==> config.mk <==
export PLATFORM = sky130hd
export DESIGN_NAME = bcd_display_scan
export DESIGN_NICKNAME = d
export VERILOG_FILES = /design/src/rtl/bcd_display_scan.sv
export SDC_FILE = /design/constraint.sdc
export NUM_CORES = 1
export LEC_CHECK = 0
export CORE_MARGIN = 2
export CORE_UTILIZATION = 57
export DETAILED_ROUTE_END_ITERATION = 16
export PLACE_DENSITY = 0.84
export SLEW_MARGIN = 10
export SYNTH_ARGS = -nofsm -noshare
export SYNTH_HDL_FRONTEND = slang
export SYNTH_SLANG_ARGS = --single-unit
==> constraint.sdc <==
create_clock -name clk -period 3.5 [get_ports clk]
set_input_delay 0.7 -clock clk [delete_from_list [all_inputs] [get_ports clk]]
set_output_delay 0.7 -clock clk [all_outputs]
set_load 0.005 [all_outputs]
==> src/rtl/bcd_display_scan.sv <==
// bcd_display_scan: scans six BCD digits (HH:MM:SS) onto a multiplexed 7-segment display.
// Each frame shows one coherent snapshot of the digits. The display supports hour-tens blanking and alarm blink.
module bcd_display_scan #(
    parameter int CLK_DIV      = 1000,
    parameter int BLINK_DIV    = 64,
    parameter bit COMMON_ANODE = 1'b1
) (
    input  logic       clk,
    input  logic       reset_n,
    input  logic [1:0] H_in1,
    input  logic [3:0] H_in0,
    input  logic [3:0] M_in1,
    input  logic [3:0] M_in0,
    input  logic [3:0] S_in1,
    input  logic [3:0] S_in0,
    input  logic       alarm,
    input  logic       blank_lead,
    output logic [6:0] seg,
    output logic       dp,
    output logic [5:0] an,
    output logic       frame_tick
);
    localparam int PW = (CLK_DIV > 1) ? $clog2(CLK_DIV) : 1;
    localparam int BW = (BLINK_DIV > 1) ? $clog2(BLINK_DIV) : 1;
    // Segment codes indexed by digit value; codes 10-15 decode to blank
    localparam logic [15:0][6:0] LUT = {7'h00, 7'h00, 7'h00, 7'h00, 7'h00, 7'h00,
                                        7'h6F, 7'h7F, 7'h07, 7'h7D, 7'h6D, 7'h66,
                                        7'h4F, 7'h5B, 7'h06, 7'h3F};

    logic [PW-1:0]     pre_q, pre_d;
    logic [2:0]        idx_q, idx_d;
    logic [5:0][3:0]   sh_q, sh_d;
    logic [BW-1:0]     bc_q, bc_d;
    logic              ph_q, ph_d;
    logic              ft_q;
    logic [6:0]        seg_q, seg_d;
    logic [5:0]        an_q, an_d;
    logic              dp_q, dp_d;
    logic              tick, wrap, off;
    logic [3:0]        digit;

    always_comb begin
        tick  = pre_q == PW'(CLK_DIV - 1);
        wrap  = tick && idx_q == 3'd5;
        pre_d = tick ? '0 : pre_q + 1'b1;
        idx_d = tick ? (idx_q == 3'd5 ? 3'd0 : idx_q + 3'd1) : idx_q;
        sh_d  = wrap ? {2'b00, H_in1, H_in0, M_in1, M_in0, S_in1, S_in0} : sh_q;
        bc_d  = !alarm ? '0 : wrap ? (bc_q == BW'(BLINK_DIV - 1) ? '0 : bc_q + 1'b1) : bc_q;
        ph_d  = !alarm ? 1'b0 : (wrap && bc_q == BW'(BLINK_DIV - 1)) ? ~ph_q : ph_q;
        digit = sh_q[idx_q];
        off   = (alarm && ph_q) || (blank_lead && idx_q == 3'd5 && digit == 4'd0);
        seg_d = off ? 7'h00 : LUT[digit];
        an_d  = off ? 6'h00 : 6'(1) << idx_q;
        dp_d  = !off && (idx_q == 3'd2 || idx_q == 3'd4);
    end

    always_ff @(posedge clk or negedge reset_n) begin
        if (!reset_n) begin
            pre_q <= '0;
            idx_q <= '0;
            sh_q  <= '0;
            bc_q  <= '0;
            ph_q  <= 1'b0;
            ft_q  <= 1'b0;
            seg_q <= {7{COMMON_ANODE}};
            an_q  <= {6{COMMON_ANODE}};
            dp_q  <= COMMON_ANODE;
        end else begin
            pre_q <= pre_d;
            idx_q <= idx_d;
            sh_q  <= sh_d;
            bc_q  <= bc_d;
            ph_q  <= ph_d;
            ft_q  <= wrap;
            seg_q <= seg_d ^ {7{COMMON_ANODE}};
            an_q  <= an_d ^ {6{COMMON_ANODE}};
            dp_q  <= dp_d ^ COMMON_ANODE;
        end
    end

    assign seg        = seg_q;
    assign an         = an_q;
    assign dp         = dp_q;
    assign frame_tick = ft_q;
endmodule
==> results by group, run 1 <==
Floorplan
  – Die area: between 5000 and 6000 µm²
  – Die H: around 72 µm
  – Core area: roughly 4400 µm²
  – # IOs: just over 40
  – Initial Util: 0.603
  – Die X: between 70 and 80 µm
  – Cell row count: 24

Placement
  – PortBufs: 40
  – DP Worst Slack: about 820 ps
  – HPWL Detailed: around 3400 µm
  – Cells after DPL: between 300 and 400
  – RePlAce Congestion: between 0.8 and 0.9

Logic synthesis
  – Synth cell types: between 40 and 50
  – Xor and xnor area share after synthesis: 0.0329
  – Largest family of logic cells by synthesized area: multiplexers
  – Synth area leader: dfrtp_1
  – Most used DFF post-synth: dfrtp_1
  – Synth Cell Area: 2660 µm²
  – Register area share after synthesis: 0.543
  – Mapped Nets: roughly 260
  – Area share of the largest cell type after synthesis: 0.405
  – Post-synthesis mux area share: 0.145
  – Asr flop ratio synth: 1.00
  – Adder-Cell Fraction of Synth Area: 0.0376
  – Compound-Gate Fraction of Synth Area: 0.0828
  – Synth top cells by count: 43 x dfrtp_1, 30 x nand2_1, 25 x mux2_2
  – Post-Syn Instances: about 230
  – Simple-gate portion of the synthesized area: 0.139
  – Area contributors post-synth: dfrtp_1 40%, dfstp_2 14%, mux2_2 11%, nand2_1 4.2%, ha_1 3.8%
  – Post-synthesis register bit count: 57
  – Post-synth EDFFs: 0
  – Warnings from Yosys: 0
  – Post-Syn Area per Cell: around 12 µm²
  – Count leader, synth: dfrtp_1

STA
  – Final min period: around 2700 ps
  – Relative slew slack: 0.593
  – Final period util: 0.767
  – Final Max Slew Viols: 0
  – Unrepaired setup endpoints after global routing: false
  – Total negative slack: 0 ps
  – Fmax: 0.372 GHz
  – Setup violations, final: 0
  – Setup ws final: between 800 and 900 ps
  – Final hold slack: around 350 ps
  – Skew final: 10.1 ps
  – Fin. Hold Viols: 0
  – Worst Tran Pin Value: 611 ps

Clock tree
  – Clk buf depth: 2
  – Clock Latency Late Sink: roughly 330 ps
  – H-Tree Depth: 3
  – CTS clk-pin slew, worst paths: 70 ps
  – Post-CTS Setup Bufs: 0
  – Sink Count: 57
  – CTS tree: built
  – CTS buffer count: 9
  – Hold buffers post-CTS: 0
  – Cell chosen for the clock root: clkbuf_8
  – Resize count post-CTS: 0

Finish
  – Filler cells: roughly 310
  – Multi-input logic area: 1160 µm²
  – Area Growth Syn to Fin: 24.3%
  – Register Area: approximately 1400 µm²
  – Layout cell share with drive strength beyond 1: 0.237
  – Non-filler cells, final: 330
  – Final-stage net count: just over 300
  – N_diodes: 0

Global routing
  – Initial antenna violation count: 0
  – Global-route wire length before repair: just over 8000 µm
  – Grt ovf: 0
  – Vias in the first global route: approximately 1,700
  – Total Routing Usage GR: 0.205
  – Largest net degree at the start of global routing: 58

Drt
  – Post-Route WL: 4690 µm
  – DR vias: between 1,500 and 2,000
  – Average routed wire per standard cell: between 10 and 15 µm
  – Starting DRC count in detailed routing: 87
  – DRT Pass-1 Iters: 4
  – Via density: 5.46
  – Final ANT Viol Nets: 0
  – DR DRC count: 0

Worst setup path
  – Element type at the critical path start: flop
  – Reg2reg end: seg[3]
  – Required @ worst endpoint: roughly 3800 ps
  – Critical path class: flop to flop
  – RR Startpoint: idx_q[0]
  – CP arrival: between 2000 and 3000 ps
  – Worst setup EP type: flop
  – Worst-case reg-to-reg path depth: 7
  – CP Max Fanout: 17
  – Worst reg2reg setup slack: slightly above 800 ps

Power
  – Cell Pwr Density: around 380 nW/µm²
  – Worst IR drop on VDD: ~0.25 mV
  – Pleak: 1.51 nW

Flow run
  – Number of max-cap violations: 0

Hold path
  – Hold Crit Class: input pin to asynchronous set/reset pin

Outcome
  – Status: finished clean
metrics by stage:
stage | power [mW] | area (µm²) | utilization
finish | 1.26 | 3310 | 0.749
global route | 1.31 | 3310 | 0.749
CTS | 1.28 | 3310 | 0.749
detailed placement | 0.716 | 3120 | 0.707
global placement | 0.716 | 3120 | 0.707
floorplan | 0.673 | 2660 | -
sequential cells by signal, indices dropped and copies added, names as in the netlist:
name        cells
sh_q           22
seg             7
bc_q            6
idx_q           3
dp              1
ph_q            1
an              6
pre_q          10
frame_tick      1
critical path: stages, from the launching register on:
cell     delay [ps]
dfrtp_1         730
mux4_2          570
a22oi_1         350
ha_1            280
nand2_1          80
o21a_1          230
nand2_1         180
o22a_1          200
final cells by class:
type | instances | share of cell area
repair buffers | 43 | 0.130
clock buffers | 13 | 0.0511
clock inverters | 3 | 0.00454
flip-flops and latches | 57 | 0.437
inverters | 5 | 0.00568
well taps | 52 | 0.0197
multi-input cells | 157 | 0.352
cell usage in the layout, fill, tap and decap left out, drive strengths merged, types with 4 or more instances in the layout:
master,count
dfrtp,43
clkdlybuf4s50,39
inv,5
and2,6
mux2,25
nor2b,4
nand3b,4
xnor2,6
o21ai,13
nand2,31
dfstp,14
clkbuf,13
a21oi,5
buf,4
ha,8
xor2,4
mux2i,6
nand3,5
nor2,14
kinds of logic (layout without fill, tap and decap cells):
logic type | after synthesis | in the layout
AND/OR/NAND/NOR | 73 | 73
XOR/XNOR | 10 | 10
buffers and inverters | 11 | 64
multiplexers | 33 | 33
adder cells (fa/ha/maj) | 8 | 8
AO/OA/AOI/OAI | 33 | 33
flip-flops | 57 | 57
power by group:
part	total (mW)	internal (mW)	switching, mW
Clock	0.559	0.311	0.247
Combinational	0.0438	0.0267	0.0170
Sequential	0.660	0.660	0.0000000000000000768
Total	1.26	0.998	0.264
metal layers:
| layer | up-vias | global-route usage | part of all wire |
|---|---|---|---|
| met1 | 852 | 0.278 | 0.46 |
| met2 | 52 | 0.304 | 0.47 |
| li1 | 888 | - | - |
| met3 | 9 | 0.0597 | 0.049 |
| met5 | - | 0 | 0 |
| met4 | 0 | 0.103 | 0.021 |
worst max-delay path by stage:
stage	cells after the start	end	startpoint	slack (ps)
2_1_floorplan	9	seg[0]	idx_q[0]	1150
3_3_place_gp	7	seg[0]	idx_q[0]	970
3_5_place_dp	7	seg[3]	idx_q[0]	820
4_1_cts	7	seg[3]	idx_q[0]	800
5_1_grt	7	seg[3]	idx_q[0]	610
6_report	7	seg[3]	idx_q[0]	820
No activity file was read; power rests on OpenSTA's default activity.
==> run 2, diff against run 1 <==
--- a/config.mk
+++ b/config.mk
@@ -6,9 +6,9 @@
 export NUM_CORES = 1
 export LEC_CHECK = 0
 export CORE_MARGIN = 2
-export CORE_UTILIZATION = 57
+export CORE_UTILIZATION = 53
 export DETAILED_ROUTE_END_ITERATION = 16
-export PLACE_DENSITY = 0.84
+export PLACE_DENSITY = 0.79
 export SLEW_MARGIN = 10
 export SYNTH_ARGS = -nofsm -noshare
 export SYNTH_HDL_FRONTEND = slang
==> constraint.sdc (replaced) <==
create_clock -name clk -period 2.7 [get_ports clk]
set_input_delay 0.54 -clock clk [delete_from_list [all_inputs] [get_ports clk]]
set_output_delay 0.54 -clock clk [all_outputs]
set_load 0.005 [all_outputs]
==> run 2 against run 1 <==
  * Highest routed layer unchanged
  * Largest cell class unchanged
  * Via count rose by 3.4%
  * Combinational power increased by 30%
  * Fmax rose by 14%
  * Global-route usage grew 0.12 points
  * Non-clock buffer count up 3
==> results by group, run 2 (synthesis gave the netlist of run 1 again) <==
Finish
  – Area Growth Syn to Fin: 24.8%
  – N_diodes: 0 (unchanged)
  – Layout cell share with drive strength beyond 1: 0.231 (-0.00609)
  – Most common cell after layout, fill and taps aside: dfrtp_1
  – Final-stage net count: 310 (+0.98%)
  – Largest Register: sh_q
  – Max reg flops: 22 (unchanged)
  – Most frequent cells in the layout: 43 x dfrtp_1, 39 x clkdlybuf4s50_1, 30 x nand2_1
  – Filler cells: 362 (+16%)

Floorplan
  – Die H: 74.8 µm (+3.5%)
  – Die X: 74.8 µm (+3.5%)
  – Initial Util: 0.556 (-0.0468)
  – Core area: 4790 µm² (+8.4%)
  – Cell row count: 25 (+4.2%)
  – Die area: 5600 µm² (+7.1%)
  – # IOs: 41 (unchanged)

Global routing
  – Total Routing Usage GR: 0.206 (+0.00122)
  – Grt ovf: 0 (unchanged)
  – Vias in the first global route: 1,806 (+3.3%)
  – Initial antenna violation count: 0 (unchanged)
  – Global-route wire length before repair: 8410 µm (+4.4%)
  – Largest net degree at the start of global routing: 32 (-45%)

Power
  – Worst IR drop on VDD: 0.323 mV (+28%)
  – Pleak: 1.50 nW (-0.29%)
  – Cell Pwr Density: 483 nW/µm² (+27%)
  – Total power: 1.61 mW (+27%)

Worst setup path
  – Worst setup EP type: flop
  – Max stage delay on crit path: 570 ps (-160 ps)
  – Crit path max-delay family: compound AO/OA/AOI/OAI gates
  – Reg2reg end: seg[6]
  – Element type at the critical path start: flop
  – CP max-delay cell: dfrtp_1
  – Worst-case reg-to-reg path depth: 7 (unchanged)
  – Worst reg2reg setup slack: 350 ps (-470 ps)
  – RR Startpoint: idx_q[0]
  – Required @ worst endpoint: 2980 ps (-790 ps)
  – Worst Path Buf+Inv: 0 (unchanged)
  – CP arrival: 2630 ps (-320 ps)
  – CP Max Fanout: 11 (-6)
  – Top cell by count, worst path: nand2_1
  – Critical path cell sequence: mux4_2, a22oi_2, ha_1, nand2_1, o21a_1, nand2_1, o32a_1
  – Critical path class: flop to flop
  – Cell count along the critical path: 7 (unchanged)

Drt
  – DRT Pass-1 Iters: 6 (+2)
  – DR vias: 1,862 (+3.4%)
  – DR DRC count: 0 (unchanged)
  – Starting DRC count in detailed routing: 103 (+18%)
  – Via density: 5.35 (-2.0%)
  – Average routed wire per standard cell: 14.3 µm (+0.61%)
  – Post-Route WL: 4980 µm (+6.1%)
  – Final ANT Viol Nets: 0 (unchanged)

STA
  – Worst Tran Pin Value: 683 ps (+72.5 ps)
  – Skew final: 7.76 ps (-2.31 ps)
  – Final min period: 2350 ps (-334 ps)
  – Total negative slack: 0 ps (unchanged)
  – Setup violations, final: 0 (unchanged)
  – Final Max Slew Viols: 0 (unchanged)
  – Relative slew slack: 0.545 (-0.0483)
  – Fmax: 0.425 GHz (+14%)
  – Fin. Hold Viols: 0 (unchanged)
  – Final period util: 0.871 (+0.104)
  – Unrepaired setup endpoints after global routing: false

Placement
  – HPWL Detailed: 3690 µm (+9.9%)
  – PortBufs: 40 (unchanged)
  – RePlAce Congestion: 0.764 (-8.4%)

Clock tree
  – H-Tree Depth: 3 (unchanged)
  – Resize count post-CTS: 0 (unchanged)
  – Cell chosen for the clock root: clkbuf_8
  – CTS tree: built
  – Sink Count: 57 (unchanged)
  – CTS buffer count: 9 (unchanged)
  – CTS clk-pin slew, worst paths: 60 ps (about the same)
  – Clock Latency Late Sink: 330 ps (about the same)
  – Clk buf depth: 2 (unchanged)
  – Post-CTS Setup Bufs: 0 (unchanged)
  – Hold buffers post-CTS: 0 (unchanged)

Hold path
  – Hold Crit Class: input pin to asynchronous set/reset pin

Outcome
  – Status: finished clean

Flow run
  – Number of max-cap violations: 0 (unchanged)
[run 2: routing by layer]
metal | track usage | part of all wire | vias up
met1 | 0.284 | 0.47 | 912
met2 | 0.304 | 0.47 | 51
met4 | 0.0952 | 0.021 | 0
met3 | 0.0602 | 0.040 | 10
met5 | 0 | 0 | -
li1 | - | - | 889
[run 2: final cells by class]
class,instances,area [µm²],area share
Clock buffer,16,170,0.0512
Multi-Input combinational cell,157,1160,0.350
Tap cell,67,83.8,0.0252
Inverter,5,18.8,0.00565
Timing Repair Buffer,46,440,0.133
Sequential cell,57,1440,0.435
[run 2: metrics by stage]
step	utilization	hold WS, ps	area, µm²	cells	setup slack, ps
after floorplan	-	244	2660	225	351
after global placement	0.658	457	3150	332	430
after detailed placement	0.658	459	3150	332	364
after CTS	0.694	262	3320	348	336
after global routing	0.694	292	3320	348	101
final	0.694	249	3320	348	349
[run 2: worst max path at each step]
stage / start / endpoint / slack, ps
after floorplan: idx_q[0] / seg[0] / 350
after global placement: idx_q[0] / seg[0] / 430
after detailed placement: idx_q[0] / seg[0] / 360
after CTS: idx_q[0] / seg[6] / 340
after global routing: idx_q[0] / seg[6] / 100
final: idx_q[0] / seg[6] / 350
[run 2: power breakdown]
part	total [mW]	internal (mW)	switching [mW]
Sequential	0.856	0.856	0.0000000000000000964
Combinational	0.0571	0.0336	0.0235
Clock	0.693	0.385	0.307
[run 2: worst register-to-register path, cell delays in order, from the launching register on]
cell and delay [ps]:
dfrtp_1 570, mux4_2 560, a22oi_2 260, ha_1 250, nand2_1 80, o21a_1 230, nand2_1 170, o32a_1 180
